`src/rtl/fwd_scoreboard.sv`:
```
// rtl/fwd_scoreboard.sv - shadow-scoreboard forwarding unit with load-use stall
module fwd_scoreboard #(
  parameter int REG_AW   = 5,
  parameter int NSRC     = 2,
  parameter int DEPTH    = 3,
  parameter int LOAD_LAT = 1,
  localparam int SW      = ($clog2(DEPTH) > 1) ? $clog2(DEPTH) : 1,
  localparam int SELW    = SW + 2
) (
  input  logic                   clk,
  input  logic                   rst_n,
  input  logic                   id_valid,
  input  logic [NSRC*REG_AW-1:0] id_rs,
  input  logic [REG_AW-1:0]      id_rd,
  input  logic                   id_reg_we,
  input  logic                   id_mem_read,
  input  logic [1:0]             id_jump_t,
  input  logic                   flush,
  output logic                   stall,
  output logic [NSRC*SELW-1:0]   fwd_sel,
  output logic [15:0]            stall_count
);

  localparam logic [1:0] KIND_RF   = 2'b00;
  localparam logic [1:0] KIND_ALU  = 2'b01;
  localparam logic [1:0] KIND_LINK = 2'b10;
  localparam logic [1:0] KIND_LOAD = 2'b11;

  // E[i] holds the instruction i+1 stages past ID
  logic              e_valid [DEPTH];
  logic [REG_AW-1:0] e_rd    [DEPTH];
  logic              e_we    [DEPTH];
  logic              e_load  [DEPTH];
  logic              e_link  [DEPTH];

  logic [NSRC-1:0]      hazard;
  logic [NSRC*SELW-1:0] next_sel;
  logic                 id_link;
  logic                 accept;

  assign id_link = (id_jump_t == 2'b01) || (id_jump_t == 2'b10);

  // Per-operand youngest-match search; scanning oldest to youngest lets the youngest overwrite
  always_comb begin
    hazard   = '0;
    next_sel = '0;
    for (int k = 0; k < NSRC; k++) begin
      logic [REG_AW-1:0] rs;
      logic [1:0]        kind;
      logic [SW-1:0]     stage;
      logic              hz;
      rs    = id_rs[k*REG_AW +: REG_AW];
      kind  = KIND_RF;
      stage = '0;
      hz    = 1'b0;
      for (int i = DEPTH - 1; i >= 0; i--) begin
        if (e_valid[i] && e_we[i] && (e_rd[i] == rs) && (rs != '0)) begin
          stage = SW'(i);
          hz    = e_load[i] && (i < LOAD_LAT);
          if (e_link[i])
            kind = KIND_LINK;
          else if (e_load[i] && (i >= LOAD_LAT))
            kind = KIND_LOAD;
          else
            kind = KIND_ALU;
        end
      end
      hazard[k]                 = hz;
      next_sel[k*SELW +: SELW]  = {kind, stage};
    end
  end

  assign stall  = id_valid && !flush && (|hazard);
  assign accept = id_valid && !flush && !stall;

  // Advance the shadow pipeline; a rejected decode slot enters as a bubble
  always_ff @(posedge clk or negedge rst_n) begin
    if (!rst_n) begin
      for (int i = 0; i < DEPTH; i++) begin
        e_valid[i] <= 1'b0;
        e_rd[i]    <= '0;
        e_we[i]    <= 1'b0;
        e_load[i]  <= 1'b0;
        e_link[i]  <= 1'b0;
      end
    end else begin
      for (int i = 1; i < DEPTH; i++) begin
        e_valid[i] <= e_valid[i-1];
        e_rd[i]    <= e_rd[i-1];
        e_we[i]    <= e_we[i-1];
        e_load[i]  <= e_load[i-1];
        e_link[i]  <= e_link[i-1];
      end
      e_valid[0] <= accept;
      e_rd[0]    <= id_rd;
      e_we[0]    <= id_reg_we;
      e_load[0]  <= id_mem_read;
      e_link[0]  <= id_link;
    end
  end

  // Register the selects so they line up with the consumer's EX cycle
  always_ff @(posedge clk or negedge rst_n) begin
    if (!rst_n)
      fwd_sel <= '0;
    else if (accept)
      fwd_sel <= next_sel;
    else
      fwd_sel <= '0;
  end

  // Saturating count of cycles spent stalled
  always_ff @(posedge clk or negedge rst_n) begin
    if (!rst_n)
      stall_count <= '0;
    else if (stall && (stall_count != 16'hFFFF))
      stall_count <= stall_count + 16'd1;
  end

endmodule

```
`config.mk`:
```
export PLATFORM = sky130hd
export DESIGN_NAME = fwd_scoreboard
export DESIGN_NICKNAME = d
export VERILOG_FILES = /design/src/rtl/fwd_scoreboard.sv
export SDC_FILE = /design/constraint.sdc
export NUM_CORES = 1
export LEC_CHECK = 0
export BUFFER_PORTS_ARGS = -buffer_cell sky130_fd_sc_hd__buf_2
export CAP_MARGIN = 20
export CORE_MARGIN = 3
export CORE_UTILIZATION = 25
export DETAILED_ROUTE_END_ITERATION = 7
export PLACE_DENSITY = 0.48
export SKIP_LAST_GASP = 1
export SLEW_MARGIN = 20
export SYNTH_ARGS = -nofsm -noshare
export SYNTH_HDL_FRONTEND = slang
export SYNTH_SLANG_ARGS = --single-unit
```
`constraint.sdc`:
```
create_clock -name clk -period 3.6 [get_ports clk]
set_input_delay 0.54 -clock clk [delete_from_list [all_inputs] [get_ports clk]]
set_output_delay 0.54 -clock clk [all_outputs]
set_load 0.01 [all_outputs]
```
==> metrics <==
worst-skew pair later-pin latency 0.30 ns; drt initial violations 37; Tot Pwr 1.11 mW; RSZ-0062 raised after global routing no; multi-input logic area 1040 sq um; first-pass GRT wire length 8540 um; PD cells 394 nW/um^2; ys async rst share 1.00; Mapped Cells 202; Worst Tran Pin Value 0.705 ns; Synth area leaders dfrtp_1 (54%), xnor2_1 (9.3%), xor2_1 (7.1%), nor2_1 (3.2%), nand4_1 (2.1%); Synth area leader dfrtp_1; Rows 34; Placed Cells 354; Final Hold Viols 0; hold buffer count at cts 0; final total negative setup slack 0 ns; Mapped Area 2350 sq um; Max-Cap Viols 0; status finished, final reports clean; Final min period 2.76 ns; top-area cell type share of the netlist area 0.542; share of layout cells above drive strength 1 0.291; die area 10,600 sq um; Reg area 1280 sq um; largest net degree at the start of global routing 32; total core area 8930 sq um; post-synthesis sequential area ratio 0.542; Clock Sinks 51; CTS tree yes; # DRC 0; Worst Skew 0.00836 ns; count of different cell masters after synthesis 43; Register-to-Register Setup Slack 1.55 ns; number of synthesized register bits 51; CTS buffer count 5; Critical R2R Launch e_rd[11]$_DFF_PN0_; endpoints failing setup 0; Die Ht 103 um; clock slew at reported path FFs 0.09 ns; fmax 362 MHz; die width 103 um; Leak 1.30 nW; Synth Net Count 226; DR WL/cell 14.4 um; Final Util 0.316; maximum net fanout on the critical path 9; Avg Vias per Cell 4.57; WP data required 3.06 ns; type of the tightest min-delay check input pin to asynchronous set/reset pin; WS Path Type register to output port; port bufs 47; Routed Antenna Nets 0; Ports 48; Synthesis Warnings 0; critical path endpoint category output port; routed vias 1,653; Max rail drop VDD 0.000190 V; Ant. Diodes 0; total setup buffers inserted after CTS 0; Crit path arrival time 2.22 ns; fin nets 277; maximum level of the CTS H-tree 2; hold slack 0.278 ns; Routability Congestion 0.852; Post-DP HPWL 3990 um; fill count 946; r2r endpoint stall_count[2]$_DFFE_PN0P_; grt ovf 0; final worst-path cycle share 0.767; Max Slew Vio Count 0; Syn-to-layout area delta 20.0%; Finished Layout Cells 362; WL final 5230 um; Post-synth EDFFs 0; CTS resizes 0; R2R cell count 6; Most used DFF post-synth dfrtp_1; root buffer selected by CTS clkbuf_8; CP Launch Type register; TritonRoute pass-1 iters 4; initial cell density of the core 0.264; Max clock buf depth 2; Avg Cell Area, Syn 11.7 sq um; vias in the first global route 1,644; Slew headroom 0.530; total global routing track utilization 0.103; initial antenna violation count 0
==> routing by layer <==
| metal | up-vias | GRT usage | routed length [um] |
|---|---|---|---|
| li1 | 803 | - | - |
| met1 | 808 | 0.144 | 2510 |
| met2 | 35 | 0.158 | 2490 |
| met3 | 7 | 0.0217 | 156 |
| met4 | 0 | 0.0359 | 79 |
| met5 | - | 0 | 0 |
==> final cells by class <==
cell class	count	area share
Multi-Input combinational cell	142	0.367
Sequential cell	51	0.452
Tap cell	108	0.0478
Clock buffer	6	0.0292
Inverter	5	0.00664
Timing Repair Buffer	48	0.0859
Clock inverter	2	0.0124
==> report_power, final <==
group / internal, mW / switching [mW]
Combinational: 0.0388 / 0.0508
Clock: 0.225 / 0.187
Sequential: 0.591 / 0.0201
Total: 0.855 / 0.258
==> cells by family after synthesis <==
| logic type | count (synthesis) | synth area share |
|---|---|---|
| DFF | 51 | 0.542 |
| AOI/OAI and AO/OA | 17 | 0.0664 |
| xor gates and xnor gates | 44 | 0.164 |
| and+or+nand+nor | 78 | 0.196 |
| buffers and inverters | 9 | 0.0181 |
| muxes | 2 | 0.00903 |
| adders and majority gates | 1 | 0.00531 |
==> synthesized netlist by cell type (all sizes together) (2+ instances only) <==
master and instances:
a211o 2, a21oi 3, a221oi 2, and3 4, and4 3, clkbuf 3, dfrtp 51, inv 5
nand2 8, nand3 9, nand4 8, nor2 22, nor3 7, nor3b 2, nor4 3, o2111ai 2
o211ai 2, or2 2, or3 3, or4 3, xnor2 25, xor2 19
==> registers in the layout, summed over array words and instances, names as in the netlist <==
name and flops:
stall_count 16, e_rd 15, fwd_sel 8, e_link 3, e_load 3, e_valid 3, e_we 3
==> placed cells by master (no fill, tap or decap), drive strengths merged, types with 2 or more instances in the layout <==
master	count
dfrtp	51
buf	48
xnor2	25
nor2	22
xor2	19
nand3	9
nand2	8
nand4	8
nor3	7
clkbuf	6
inv	5
and3	4
a21oi	3
or3	3
and4	3
or4	3
nor4	3
o211ai	2
a211o	2
nor3b	2
a221oi	2
or2	2
o2111ai	2
==> worst max-delay path by stage <==
stage                                   from    end  slack [ns]
after floorplan                     id_rs[6]  stall        1.24
after global placement              id_rs[6]  stall        0.91
after detailed placement            id_rs[0]  stall        0.87
after CTS                 e_rd[11]$_DFF_PN0_  stall        0.80
after global routing      e_rd[11]$_DFF_PN0_  stall        0.67
final                     e_rd[11]$_DFF_PN0_  stall        0.84
==> per-stage QoR <==
step                worst slack (ns)  instance area [sq um]
finish                         0.838                   2830
global route                   0.666                   2830
CTS                            0.798                   2830
detailed placement             0.870                   2710
global placement               0.909                   2710
floorplan                       1.24                   2350
==> worst max-delay path, stage by stage, from the launching register on <==
cell,delay (ns)
dfrtp_1,0.43
xnor2_1,0.17
nand3_1,0.14
nor3_2,0.48
or2_1,0.37
and2_2,0.21
buf_2,0.12
(Power assumes the default switching activity.)
